[src/rtl/mac_array_pkg.sv]
// Shared definitions for the ternary systolic MAC array and its run sequencer.
package mac_array_pkg;

  localparam int SLICES     = 2;
  localparam int ARRAY_SIZE = 8;
  localparam int SLICE_W    = $clog2(SLICES);
  localparam int IDX_W      = $clog2(ARRAY_SIZE);

  typedef enum logic [1:0] {
    ST_IDLE  = 2'd0,
    ST_LOAD  = 2'd1,
    ST_FLUSH = 2'd2,
    ST_DRAIN = 2'd3
  } state_t;

  function automatic int max_int(input int a, input int b);
    return (a > b) ? a : b;
  endfunction

endpackage

[src/rtl/run_counter.sv]
// Loadable down-counter with a terminal-count flag; shared by the LOAD, FLUSH and DRAIN phases.
module run_counter #(
  parameter int W = 9
) (
  input  logic         clk,
  input  logic         reset,
  input  logic         i_load,
  input  logic [W-1:0] i_load_val,
  input  logic         i_en,
  output logic         o_tc
);

  logic [W-1:0] r_count;

  always_ff @(posedge clk) begin
    if (reset) begin
      r_count <= '0;
    end else if (i_load) begin
      r_count <= i_load_val;
    end else if (i_en && (r_count != '0)) begin
      r_count <= r_count - W'(1);
    end
  end

  assign o_tc = (r_count == '0);

endmodule

[src/rtl/mac_array_sequencer.sv]
// Run controller for the ternary MAC array: sequences LOAD, FLUSH and DRAIN and drives the array strobes.
module mac_array_sequencer #(
  parameter int SLICES       = mac_array_pkg::SLICES,
  parameter int ARRAY_SIZE   = mac_array_pkg::ARRAY_SIZE,
  parameter int K_BITS       = 8,
  parameter int FLUSH_CYCLES = 3
) (
  input  logic                          clk,
  input  logic                          reset,
  input  logic                          i_start,
  input  logic [K_BITS-1:0]             i_k_len,
  input  logic [2:0]                    i_shift_cfg,
  output logic                          o_busy,
  output logic                          o_in_accept,
  output logic [$clog2(SLICES)-1:0]     o_beat_slice,
  output logic                          o_force_zero_weights,
  output logic                          o_restart_inputs,
  output logic                          o_reset_accumulators,
  output logic                          o_copy_to_out_queue,
  output logic                          o_restart_out_queue,
  output logic [2:0]                    o_shift_amt,
  output logic                          o_out_valid,
  output logic [$clog2(ARRAY_SIZE)-1:0] o_out_index,
  output logic                          o_done,
  output mac_array_pkg::state_t         o_state
);

  import mac_array_pkg::*;

  localparam int SW     = $clog2(SLICES);
  localparam int IW     = $clog2(ARRAY_SIZE);
  localparam int BEAT_W = K_BITS + SW;
  localparam int CNT_W  = max_int(BEAT_W, max_int(IW, $clog2(FLUSH_CYCLES)));

  state_t           r_state;
  state_t           w_next_state;
  logic             w_tc;
  logic             w_accept;
  logic             w_cnt_load;
  logic             w_cnt_en;
  logic [CNT_W-1:0] w_cnt_val;
  logic [CNT_W-1:0] w_load_beats;
  logic [SW-1:0]    r_slice;
  logic [2:0]       r_shift;
  logic             r_out_valid;
  logic [IW-1:0]    r_out_index;

  assign w_load_beats = (CNT_W'(i_k_len) * CNT_W'(SLICES)) - CNT_W'(1);

  // A new run is taken only from IDLE or on the very last DRAIN cycle.
  assign w_accept = i_start && (i_k_len != '0) &&
                    ((r_state == ST_IDLE) || ((r_state == ST_DRAIN) && w_tc));

  always_comb begin
    w_next_state = r_state;
    w_cnt_load   = 1'b0;
    w_cnt_val    = '0;
    case (r_state)
      ST_IDLE: begin
        if (w_accept) begin
          w_next_state = ST_LOAD;
          w_cnt_load   = 1'b1;
          w_cnt_val    = w_load_beats;
        end
      end
      ST_LOAD: begin
        if (w_tc) begin
          w_next_state = ST_FLUSH;
          w_cnt_load   = 1'b1;
          w_cnt_val    = CNT_W'(FLUSH_CYCLES - 1);
        end
      end
      ST_FLUSH: begin
        if (w_tc) begin
          w_next_state = ST_DRAIN;
          w_cnt_load   = 1'b1;
          w_cnt_val    = CNT_W'(ARRAY_SIZE - 1);
        end
      end
      ST_DRAIN: begin
        if (w_tc) begin
          if (w_accept) begin
            w_next_state = ST_LOAD;
            w_cnt_load   = 1'b1;
            w_cnt_val    = w_load_beats;
          end else begin
            w_next_state = ST_IDLE;
          end
        end
      end
      default: w_next_state = ST_IDLE;
    endcase
  end

  assign w_cnt_en = (r_state != ST_IDLE);

  run_counter #(
    .W (CNT_W)
  ) u_run_counter (
    .clk        (clk),
    .reset      (reset),
    .i_load     (w_cnt_load),
    .i_load_val (w_cnt_val),
    .i_en       (w_cnt_en),
    .o_tc       (w_tc)
  );

  always_ff @(posedge clk) begin
    if (reset) begin
      r_state     <= ST_IDLE;
      r_slice     <= '0;
      r_shift     <= 3'd0;
      r_out_valid <= 1'b0;
      r_out_index <= '0;
    end else begin
      r_state <= w_next_state;
      if (w_accept) begin
        r_shift <= i_shift_cfg;
      end
      // Slice index restarts at 0 each run, matching the array's slice counter held by restart_inputs.
      if ((r_state == ST_LOAD) && (w_next_state == ST_LOAD)) begin
        r_slice <= (r_slice == SW'(SLICES - 1)) ? '0 : r_slice + SW'(1);
      end else begin
        r_slice <= '0;
      end
      r_out_valid <= (w_next_state == ST_DRAIN);
      if ((r_state == ST_DRAIN) && (w_next_state == ST_DRAIN)) begin
        r_out_index <= r_out_index + IW'(1);
      end else begin
        r_out_index <= '0;
      end
    end
  end

  // The final FLUSH cycle copies the accumulators out and clears them for the next run.
  assign o_copy_to_out_queue  = (r_state == ST_FLUSH) && w_tc;
  assign o_restart_out_queue  = o_copy_to_out_queue;
  assign o_restart_inputs     = (r_state == ST_IDLE) || (r_state == ST_DRAIN) || o_copy_to_out_queue;
  assign o_reset_accumulators = o_restart_inputs;
  assign o_busy               = (r_state != ST_IDLE);
  assign o_in_accept          = (r_state == ST_LOAD);
  assign o_force_zero_weights = (r_state != ST_LOAD);
  assign o_beat_slice         = r_slice;
  assign o_shift_amt          = r_shift;
  assign o_out_valid          = r_out_valid;
  assign o_out_index          = r_out_index;
  assign o_done               = r_out_valid && (r_out_index == IW'(ARRAY_SIZE - 1));
  assign o_state              = r_state;

endmodule

[config.mk]
export PLATFORM = sky130hd
export DESIGN_NAME = mac_array_sequencer
export DESIGN_NICKNAME = d
export VERILOG_FILES = /design/src/rtl/mac_array_pkg.sv /design/src/rtl/run_counter.sv /design/src/rtl/mac_array_sequencer.sv
export SDC_FILE = /design/constraint.sdc
export NUM_CORES = 1
export LEC_CHECK = 0
export BUFFER_PORTS_ARGS = -buffer_cell sky130_fd_sc_hd__buf_4
export CAP_MARGIN = 10
export CELL_PAD_IN_SITES_DETAIL_PLACEMENT = 1
export CELL_PAD_IN_SITES_GLOBAL_PLACEMENT = 1
export CORE_UTILIZATION = 35
export CTS_CLUSTER_SIZE = 40
export DETAILED_ROUTE_END_ITERATION = 16
export PLACE_DENSITY_LB_ADDON = 0.1
export RECOVER_POWER = 100
export SYNTH_ARGS = -nofsm -noshare
export SYNTH_HDL_FRONTEND = slang
export SYNTH_SLANG_ARGS = --single-unit
[constraint.sdc]
create_clock -name clk -period 2.4 [get_ports clk]
set_input_delay 0.48 -clock clk [delete_from_list [all_inputs] [get_ports clk]]
set_output_delay 0.48 -clock clk [all_outputs]
set_load 0.01 [all_outputs]
==> results of run 1 <==
worst max-delay path: stages, from the launching register on:
cell and delay (ns):
sky130_fd_sc_hd__dfxtp_1 0.32, sky130_fd_sc_hd__inv_1 0.11, sky130_fd_sc_hd__ha_1 0.20, sky130_fd_sc_hd__nor4b_4 0.36
sky130_fd_sc_hd__buf_4 0.19, sky130_fd_sc_hd__nand3_1 0.09, sky130_fd_sc_hd__nand2_1 0.11, sky130_fd_sc_hd__clkbuf_1 0.16
worst max-delay path by stage:
stage | slack (ns) | startpoint | cells after the start | endpoint
after global routing | -0.001 | u_run_counter.r_count[0] | 7 | o_out_index[0]
after global placement | 0.05 | i_k_len[0] | 8 | u_run_counter.r_count[4]
final | 0.13 | u_run_counter.r_count[0] | 7 | o_reset_accumulators
after detailed placement | -0.003 | i_k_len[0] | 8 | u_run_counter.r_count[4]
after floorplan | 0.18 | i_k_len[0] | 8 | u_run_counter.r_count[4]
after CTS | 0.1 | u_run_counter.r_count[0] | 7 | o_shift_amt[1]
placed cells by master, fill, tap and decap left out, types with 3 or more instances in the layout:
cell / netlist / routed
sky130_fd_sc_hd__nor2_1: 15 / 15
sky130_fd_sc_hd__mux2i_1: 4 / 4
sky130_fd_sc_hd__clkbuf_8: 0 / 3
sky130_fd_sc_hd__o22ai_1: 4 / 4
sky130_fd_sc_hd__nor4_4: 4 / 4
sky130_fd_sc_hd__nor4_1: 4 / 4
sky130_fd_sc_hd__xor2_1: 3 / 3
sky130_fd_sc_hd__o32ai_1: 4 / 4
sky130_fd_sc_hd__ha_1: 11 / 11
sky130_fd_sc_hd__a21oi_1: 7 / 7
sky130_fd_sc_hd__xnor2_1: 6 / 6
sky130_fd_sc_hd__dfxtp_1: 19 / 19
sky130_fd_sc_hd__nor3_1: 7 / 6
sky130_fd_sc_hd__nand2_1: 13 / 13
sky130_fd_sc_hd__clkbuf_1: 2 / 16
sky130_fd_sc_hd__and3_1: 3 / 3
sky130_fd_sc_hd__inv_1: 12 / 12
sky130_fd_sc_hd__nand3_1: 3 / 3
sky130_fd_sc_hd__buf_4: 2 / 30
cell families (layout without fill, tap and decap cells):
kind of cell	after synthesis	after routing
simple gates	69	69
flops	19	19
compound gates	35	35
mux	4	4
xor+xnor	9	9
fa+ha+maj	11	11
buf+inv	20	63
per-layer routing:
metal / global-route usage / share of wire / up-vias
met5: 0 / 0 / -
met2: 0.3712 / 0.49 / 42
li1: - / - / 705
met3: 0.02586 / 0.042 / 3
met1: 0.2856 / 0.46 / 715
met4: 0.05851 / 0.0053 / 0
stage by stage:
stage          worst slack [ns]  total power, W    util  instance area (um2)  setup TNS [ns]
2_1_floorplan            0.1819        0.001287       -                 1451               0
3_3_place_gp            0.05166        0.001736  0.4539                 1815               0
6_report                 0.1343        0.001976  0.4523                 1809               0
5_1_grt               -0.001466        0.002114  0.4523                 1809       -0.001466
4_1_cts                 0.09605        0.002007  0.4654                 1862               0
3_5_place_dp          -0.002619        0.001773  0.4539                 1815       -0.002619
layout make-up:
type	count	area share
tap	50	0.03458
inverter	13	0.02697
clock inverter	1	0.002766
sequential	19	0.2102
clock buffer	3	0.02282
multi-input combinational	128	0.5450
timing repair buffer	46	0.1577
flip-flops by register name, indices dropped and copies added, names as in the netlist:
register	cells
o_shift_amt	3
o_state	2
o_out_index	3
o_out_valid	1
o_beat_slice	1
u_run_counter.r_count	9
power by group through the flow:
stage	Clock, W	Sequential (W)	Combinational [W]
finish	0.000225	0.000470	0.00128
global route	0.000242	0.000478	0.00139
CTS	0.000231	0.000470	0.00131
detailed placement	0	0.000479	0.00129
global placement	0	0.000472	0.00126
floorplan	0	0.000475	0.000813
==> report_table.html, run 1 <==
<table>
<tr><th>Metric</th><th>Value</th></tr>
<tr><th colspan="2">Timing</th></tr>
<tr><td>Worst slack on hold paths</td><td>0.4325 ns</td></tr>
<tr><td>Setup clock skew after layout</td><td>0.002733 ns</td></tr>
<tr><td>Post-layout min period</td><td>2.266 ns</td></tr>
<tr><td>RSZ-0062 raised after global routing</td><td>yes</td></tr>
<tr><td>Remaining max-slew budget at the tightest pin</td><td>0.5774</td></tr>
<tr><td>Slew at the pin closest to its max-slew limit</td><td>0.6339 ns</td></tr>
<tr><td>Total setup violations reported at the end of the flow</td><td>0</td></tr>
<tr><td>Hold Vio Cnt, Final</td><td>0</td></tr>
<tr><td>Portion of the clock cycle consumed by the worst path in the final layout</td><td>0.9441</td></tr>
<tr><td>Slew Viols, Final</td><td>0</td></tr>
<tr><td>Highest Clock Rate</td><td>441.4 MHz</td></tr>
<tr><th colspan="2">Synth</th></tr>
<tr><td>Largest family of logic cells by synthesized area</td><td>simple AND/OR/NAND/NOR gates</td></tr>
<tr><td>Commonest cells in the synthesized netlist</td><td>sky130_fd_sc_hd__dfxtp_1 (19), sky130_fd_sc_hd__nor2_1 (15), sky130_fd_sc_hd__nand2_1 (13)</td></tr>
<tr><td>Simple logic cell fraction of the synthesized area</td><td>0.3164</td></tr>
<tr><td>Synth cell types</td><td>51</td></tr>
<tr><td>Yosys top cell area share</td><td>0.2621</td></tr>
<tr><td>Synth Area per Inst</td><td>8.691 um2</td></tr>
<tr><td>Flip-flop and latch count after synthesis</td><td>19</td></tr>
<tr><td>Post-synthesis share of cell area spent on full adders, half adders and majority gates</td><td>0.09483</td></tr>
<tr><td>Post-synthesis sequential area ratio</td><td>0.2621</td></tr>
<tr><td>Asr flop ratio synth</td><td>0</td></tr>
<tr><td>Flip-flop cell with the highest count after synthesis</td><td>sky130_fd_sc_hd__dfxtp_1</td></tr>
<tr><td>XOR/XNOR Fraction of Synth Area</td><td>0.05431</td></tr>
<tr><td>Synth area leaders</td><td>sky130_fd_sc_hd__dfxtp_1 (26%), sky130_fd_sc_hd__ha_1 (9.5%), sky130_fd_sc_hd__nor4_4 (5.9%)</td></tr>
<tr><td>Synth Warn #</td><td>0</td></tr>
<tr><td>Number of enable flip-flop cells after synthesis</td><td>0</td></tr>
<tr><td>Fraction of the mapped netlist area in compound gates</td><td>0.1810</td></tr>
<tr><td>Cell type contributing the most total cell area after synthesis</td><td>sky130_fd_sc_hd__dfxtp_1</td></tr>
<tr><td>Post-synth net total</td><td>192</td></tr>
<tr><td>Cells after Synth</td><td>167</td></tr>
<tr><td>Multiplexer share of the synthesized area</td><td>0.02759</td></tr>
<tr><td>Most repeated cell in the gate-level netlist after synthesis</td><td>sky130_fd_sc_hd__dfxtp_1</td></tr>
<tr><td>Netlist Area Pre-Place</td><td>1451 um2</td></tr>
<tr><th colspan="2">Placed design</th></tr>
<tr><td>Count of input and output buffers</td><td>31</td></tr>
<tr><td>Final weighted congestion in routability-driven placement</td><td>0.9375</td></tr>
<tr><td>Placed wire-length estimate</td><td>3.545 mm</td></tr>
<tr><td>Cell total after placement</td><td>256</td></tr>
<tr><th colspan="2">Floorplanning</th></tr>
<tr><td>Core area</td><td>4000 um2</td></tr>
<tr><td>Width of the chip</td><td>66.40 um</td></tr>
<tr><td>Cell row count</td><td>23</td></tr>
<tr><td>Overall die area</td><td>4408 um2</td></tr>
<tr><td>Starting Density</td><td>0.3628</td></tr>
<tr><td>Height of the die</td><td>66.40 um</td></tr>
<tr><td>I/O pins</td><td>32</td></tr>
<tr><th colspan="2">Clock tree</th></tr>
<tr><td>CTS-repair resized insts</td><td>0</td></tr>
<tr><td>Hold buffers post-CTS</td><td>0</td></tr>
<tr><td>Sink Count</td><td>19</td></tr>
<tr><td>Clock tree from TritonCTS</td><td>done</td></tr>
<tr><td>Number of setup buffers added after CTS</td><td>0</td></tr>
<tr><td>Clock transition time at the flip-flop clock pins of the worst setup and hold paths</td><td>0.07 ns</td></tr>
<tr><td>H-tree Lvls</td><td>1</td></tr>
<tr><td>Worst-case clock buffer depth</td><td>2</td></tr>
<tr><td>Total clock buffers created by CTS</td><td>3</td></tr>
<tr><td>Root Buffer</td><td>sky130_fd_sc_hd__clkbuf_8</td></tr>
<tr><td>Insertion delay of the later-clocked pin in the worst-skew pair</td><td>0.25 ns</td></tr>
<tr><th colspan="2">Power</th></tr>
<tr><td>Max rail drop VDD</td><td>0.5003 mV</td></tr>
<tr><td>Cell Int Power</td><td>0.001056 W</td></tr>
<tr><td>PwrDens</td><td>1092 nW/um2</td></tr>
<tr><td>Sequential group share of total power</td><td>0.238</td></tr>
<tr><td>Switching power share of the total</td><td>0.4655</td></tr>
<tr><td>Standby leakage power</td><td>0.7533 nW</td></tr>
<tr><td>Switching Power</td><td>0.0009197 W</td></tr>
<tr><td>Clock network power share</td><td>0.114</td></tr>
<tr><td>Gate power share</td><td>0.648</td></tr>
<tr><th colspan="2">Outcome</th></tr>
<tr><td>Outcome</td><td>finished with violations</td></tr>
<tr><td>Violated checks</td><td>design-rule violations</td></tr>
<tr><th colspan="2">Critical path</th></tr>
<tr><td>Arrival time at the worst endpoint</td><td>1.79 ns</td></tr>
<tr><td>Maximum fanout along the worst path</td><td>3</td></tr>
<tr><td>Reg2Reg Capture Point</td><td>u_run_counter.r_count[1]</td></tr>
<tr><td>Nature of the critical path endpoint</td><td>primary output</td></tr>
<tr><td>Slack of the worst reg-to-reg path</td><td>0.14 ns</td></tr>
<tr><td>Startpoint type of the worst setup path</td><td>register</td></tr>
<tr><td>Launch point of the worst reg-to-reg path</td><td>u_run_counter.r_count[0]</td></tr>
<tr><td>Critical path start-end classification</td><td>reg -&gt; out</td></tr>
<tr><td>Worst r2r path cells</td><td>8</td></tr>
<tr><td>Required @ worst endpoint</td><td>1.92 ns</td></tr>
<tr><th colspan="2">Global routing</th></tr>
<tr><td>Remaining global-route overflow</td><td>0</td></tr>
<tr><td>GRT Total Usage</td><td>0.2175</td></tr>
<tr><td>Number of antenna violations at the first check in global routing</td><td>0</td></tr>
<tr><td>Pin count of the biggest net entering global routing</td><td>12</td></tr>
<tr><td>Number of global-route vias before repair</td><td>1511</td></tr>
<tr><td>Wire length of the first global-routing pass</td><td>7.258 mm</td></tr>
<tr><th colspan="2">Cells and area</th></tr>
<tr><td>Signed area change from the synthesized netlist to the final layout</td><td>24.66%</td></tr>
<tr><td>Layout cells sized above 1</td><td>0.2238</td></tr>
<tr><td>Count of fill cells added during filler insertion</td><td>501</td></tr>
<tr><td>Sequential standard cell area</td><td>380.4 um2</td></tr>
<tr><td>Area used by multi-input combinational logic</td><td>985.9 um2</td></tr>
<tr><td>Number of standard cells in the layout, taps in and fillers out</td><td>260</td></tr>
<tr><td># nets final</td><td>236</td></tr>
<tr><td>Count of inserted antenna diode cells</td><td>0</td></tr>
<tr><th colspan="2">Detailed routing</th></tr>
<tr><td>Pre-Repair DR Iteration Count</td><td>10</td></tr>
<tr><td>DR vias</td><td>1465</td></tr>
<tr><td>DRC viols</td><td>2</td></tr>
<tr><td>Count of nets left with antenna violations after detail routing</td><td>0</td></tr>
<tr><td>Sum of routed wire length over all layers</td><td>4.357 mm</td></tr>
<tr><td>Vias per Instance</td><td>5.635</td></tr>
<tr><td>1st-iter DRT viols</td><td>60</td></tr>
<tr><td>Mean routed wirelength per cell</td><td>16.76 um</td></tr>
<tr><th colspan="2">Worst hold path</th></tr>
<tr><td>End point of the most critical hold path</td><td>o_beat_slice</td></tr>
<tr><td>Type of the tightest min-delay check</td><td>reg -&gt; reg</td></tr>
<tr><td>Worst Hold Depth</td><td>1</td></tr>
<tr><td>Hold_sp</td><td>o_beat_slice</td></tr>
<tr><th colspan="2">Flow run</th></tr>
<tr><td>Count of maximum capacitance violations</td><td>0</td></tr>
</table>
Power figures use the tool's default switching activity.
==> inputs of run 2 (changes only) <==
CORE_UTILIZATION = 40   (was 35)
==> report_table.html, run 2 (synthesis results as in run 1) <==
<table>
<tr><th>Metric</th><th>Value</th></tr>
<tr><th colspan="2">Clock tree</th></tr>
<tr><td>H-tree Lvls</td><td>1</td></tr>
<tr><td>Worst-case clock buffer depth</td><td>2</td></tr>
<tr><td>Sink Count</td><td>19</td></tr>
<tr><td>Clock transition time at the flip-flop clock pins of the worst setup and hold paths</td><td>0.10 ns</td></tr>
<tr><td>Root Buffer</td><td>sky130_fd_sc_hd__clkbuf_4</td></tr>
<tr><td>Clock tree from TritonCTS</td><td>done</td></tr>
<tr><td>Insertion delay of the later-clocked pin in the worst-skew pair</td><td>0.31 ns</td></tr>
<tr><td>Hold buffers post-CTS</td><td>0</td></tr>
<tr><td>Total clock buffers created by CTS</td><td>3</td></tr>
<tr><th colspan="2">Global routing</th></tr>
<tr><td>Remaining global-route overflow</td><td>0</td></tr>
<tr><td>Number of antenna violations at the first check in global routing</td><td>0</td></tr>
<tr><td>GRT Total Usage</td><td>0.2349</td></tr>
<tr><td>Number of global-route vias before repair</td><td>1556</td></tr>
<tr><td>Pin count of the biggest net entering global routing</td><td>12</td></tr>
<tr><td>Wire length of the first global-routing pass</td><td>7.210 mm</td></tr>
<tr><th colspan="2">Critical path</th></tr>
<tr><td>Maximum fanout along the worst path</td><td>3</td></tr>
<tr><td>CP most frequent cell</td><td>sky130_fd_sc_hd__buf_4</td></tr>
<tr><td>Critical path start-end classification</td><td>reg -&gt; out</td></tr>
<tr><td>Number of buffer and inverter instances along the worst setup path</td><td>3</td></tr>
<tr><td>Top Family by Delay on Critical Path</td><td>simple AND/OR/NAND/NOR gates</td></tr>
<tr><td>Arrival time at the worst endpoint</td><td>1.76 ns</td></tr>
<tr><td>Required @ worst endpoint</td><td>1.92 ns</td></tr>
<tr><td>Timing startpoint of the critical path</td><td>u_run_counter.r_count[0]</td></tr>
<tr><td>Critical Path Slowest Stage Cell</td><td>sky130_fd_sc_hd__dfxtp_1</td></tr>
<tr><td>Critical-path cell list</td><td>inv_1 -&gt; ha_2 -&gt; nor4b_4 -&gt; buf_4 -&gt; nand3_1 -&gt; nand2_1 -&gt; buf_4</td></tr>
<tr><td>Launch point of the worst reg-to-reg path</td><td>u_run_counter.r_count[0]</td></tr>
<tr><td>Max stage delay on crit path</td><td>0.33 ns</td></tr>
<tr><td>Startpoint type of the worst setup path</td><td>register</td></tr>
<tr><td>Nature of the critical path endpoint</td><td>primary output</td></tr>
<tr><th colspan="2">Timing</th></tr>
<tr><td>Total setup violations reported at the end of the flow</td><td>0</td></tr>
<tr><td>Post-layout min period</td><td>2.240 ns</td></tr>
<tr><td>Highest Clock Rate</td><td>446.3 MHz</td></tr>
<tr><td>Slew at the pin closest to its max-slew limit</td><td>0.5333 ns</td></tr>
<tr><td>Portion of the clock cycle consumed by the worst path in the final layout</td><td>0.9335</td></tr>
<tr><td>Remaining max-slew budget at the tightest pin</td><td>0.6418</td></tr>
<tr><td>Setup clock skew after layout</td><td>0.01136 ns</td></tr>
<tr><td>Slew Viols, Final</td><td>0</td></tr>
<tr><td>Final critical-path setup slack</td><td>0.1595 ns</td></tr>
<tr><td>RSZ-0062 raised after global routing</td><td>no</td></tr>
<tr><td>Hold Vio Cnt, Final</td><td>0</td></tr>
<tr><th colspan="2">Detailed routing</th></tr>
<tr><td>Sum of routed wire length over all layers</td><td>4.250 mm</td></tr>
<tr><td>Pre-Repair DR Iteration Count</td><td>4</td></tr>
<tr><td>DR vias</td><td>1451</td></tr>
<tr><td>Mean routed wirelength per cell</td><td>16.60 um</td></tr>
<tr><td>1st-iter DRT viols</td><td>71</td></tr>
<tr><td>Count of nets left with antenna violations after detail routing</td><td>0</td></tr>
<tr><td>DRC viols</td><td>0</td></tr>
<tr><td>Vias per Instance</td><td>5.668</td></tr>
<tr><th colspan="2">Placed design</th></tr>
<tr><td>Placement Setup Slack</td><td>-0.0002243 ns</td></tr>
<tr><td>Final weighted congestion in routability-driven placement</td><td>0.8589</td></tr>
<tr><td>Placed wire-length estimate</td><td>3.480 mm</td></tr>
<tr><td>Cell total after placement</td><td>252</td></tr>
<tr><td>Placed Instance Area</td><td>1810 um2</td></tr>
<tr><td>Count of input and output buffers</td><td>31</td></tr>
<tr><th colspan="2">Cells and area</th></tr>
<tr><td>Area used by multi-input combinational logic</td><td>980.9 um2</td></tr>
<tr><td>Post-layout util</td><td>0.5212</td></tr>
<tr><td>Most flop-heavy register</td><td>u_run_counter.r_count</td></tr>
<tr><td>Sequential standard cell area</td><td>380.4 um2</td></tr>
<tr><td>Count of inserted antenna diode cells</td><td>0</td></tr>
<tr><td>Layout cells sized above 1</td><td>0.2190</td></tr>
<tr><td>Final non-filler cell area</td><td>1780 um2</td></tr>
<tr><td># nets final</td><td>236</td></tr>
<tr><td>Count of fill cells added during filler insertion</td><td>433</td></tr>
<tr><td>Highest-count cells in the layout ignoring fill and taps</td><td>sky130_fd_sc_hd__buf_4 (30), sky130_fd_sc_hd__dfxtp_1 (19), sky130_fd_sc_hd__clkbuf_1 (16), sky130_fd_sc_hd__nor2_1 (15), sky130_fd_sc_hd__nand2_1 (13)</td></tr>
<tr><td>Number of standard cells in the layout, taps in and fillers out</td><td>256</td></tr>
<tr><td>Number of flip-flops in the largest register</td><td>9</td></tr>
<tr><td>Signed area change from the synthesized netlist to the final layout</td><td>22.67%</td></tr>
<tr><td>Commonest non-fill, non-tap cell in the layout</td><td>sky130_fd_sc_hd__buf_4</td></tr>
<tr><th colspan="2">Floorplanning</th></tr>
<tr><td>Core area</td><td>3416 um2</td></tr>
<tr><td>I/O pins</td><td>32</td></tr>
<tr><td>Height of the die</td><td>62.24 um</td></tr>
<tr><td>Starting Density</td><td>0.4249</td></tr>
<tr><td>Cell row count</td><td>21</td></tr>
<tr><td>Overall die area</td><td>3873 um2</td></tr>
<tr><td>Width of the chip</td><td>62.24 um</td></tr>
<tr><th colspan="2">Power</th></tr>
<tr><td>Gate power share</td><td>0.658</td></tr>
<tr><td>Standby leakage power</td><td>0.7439 nW</td></tr>
<tr><td>Switching Power</td><td>0.0008649 W</td></tr>
<tr><td>Sequential group share of total power</td><td>0.251</td></tr>
<tr><td>Max rail drop VDD</td><td>0.4431 mV</td></tr>
<tr><td>PwrDens</td><td>1038 nW/um2</td></tr>
<tr><td>Clock network power share</td><td>0.090</td></tr>
<tr><td>Cell Int Power</td><td>0.0009825 W</td></tr>
<tr><td>Switching power share of the total</td><td>0.4682</td></tr>
<tr><th colspan="2">Worst hold path</th></tr>
<tr><td>Hold_sp</td><td>i_shift_cfg[2]</td></tr>
<tr><td>Type of the tightest min-delay check</td><td>in -&gt; reg</td></tr>
<tr><th colspan="2">Outcome</th></tr>
<tr><td>Outcome</td><td>finished, final reports clean</td></tr>
<tr><th colspan="2">Flow run</th></tr>
<tr><td>Count of maximum capacitance violations</td><td>0</td></tr>
</table>
[run 2: stage by stage]
step	TNS [ns]	power (W)	hold slack, ns
6_report	0	0.001847	0.4131
2_1_floorplan	0	0.001287	0.4735
3_5_place_dp	-0.0002243	0.001736	0.4441
4_1_cts	0	0.001917	0.4019
5_1_grt	0	0.001995	0.4264
3_3_place_gp	0	0.001696	0.4108
[run 2: routing by layer]
| metal | part of all wire | global-route usage | up-vias |
|---|---|---|---|
| met5 | 0 | 0 | - |
| met2 | 0.53 | 0.4409 | 31 |
| met1 | 0.42 | 0.2624 | 710 |
| li1 | - | - | 703 |
| met3 | 0.027 | 0.03125 | 7 |
| met4 | 0.020 | 0.09884 | 0 |
[run 2: worst paths after layout]
check / to / slack (ns) / depth (start not counted)
max: o_reset_accumulators / 0.16 / 7
min: o_shift_amt[2] / 0.41 / 3
max reg2reg: o_beat_slice / 0.21 / 9
min reg2reg: o_beat_slice / 0.45 / 1
[run 2: layout make-up]
type                            count  area share
Multi-Input combinational cell    128      0.5509
Tap cell                           46     0.03233
Sequential cell                    19      0.2136
Clock buffer                        4     0.01476
Inverter                           13     0.02741
Timing Repair Buffer               46      0.1609
[run 2: tightest hold or removal path, cell delays in order]
cell	delay, ns
sky130_fd_sc_hd__buf_4	0.08
sky130_fd_sc_hd__mux2i_1	0.06
sky130_fd_sc_hd__nor2_1	0.07
[run 2: repair_timing]
item                       4_1_cts  5_1_grt
setup buffers                    0        0
resized for setup                0        1
setup endpoints to repair        0        7
[run 2: power groups by stage]
| stage | Combinational (W) | Clock [W] | Sequential, W |
|---|---|---|---|
| finish | 0.00122 | 0.000167 | 0.000464 |
| global route | 0.00134 | 0.000180 | 0.000474 |
| CTS | 0.00127 | 0.000175 | 0.000467 |
| detailed placement | 0.00126 | 0 | 0.000474 |
| global placement | 0.00123 | 0 | 0.000467 |
| floorplan | 0.000813 | 0 | 0.000475 |
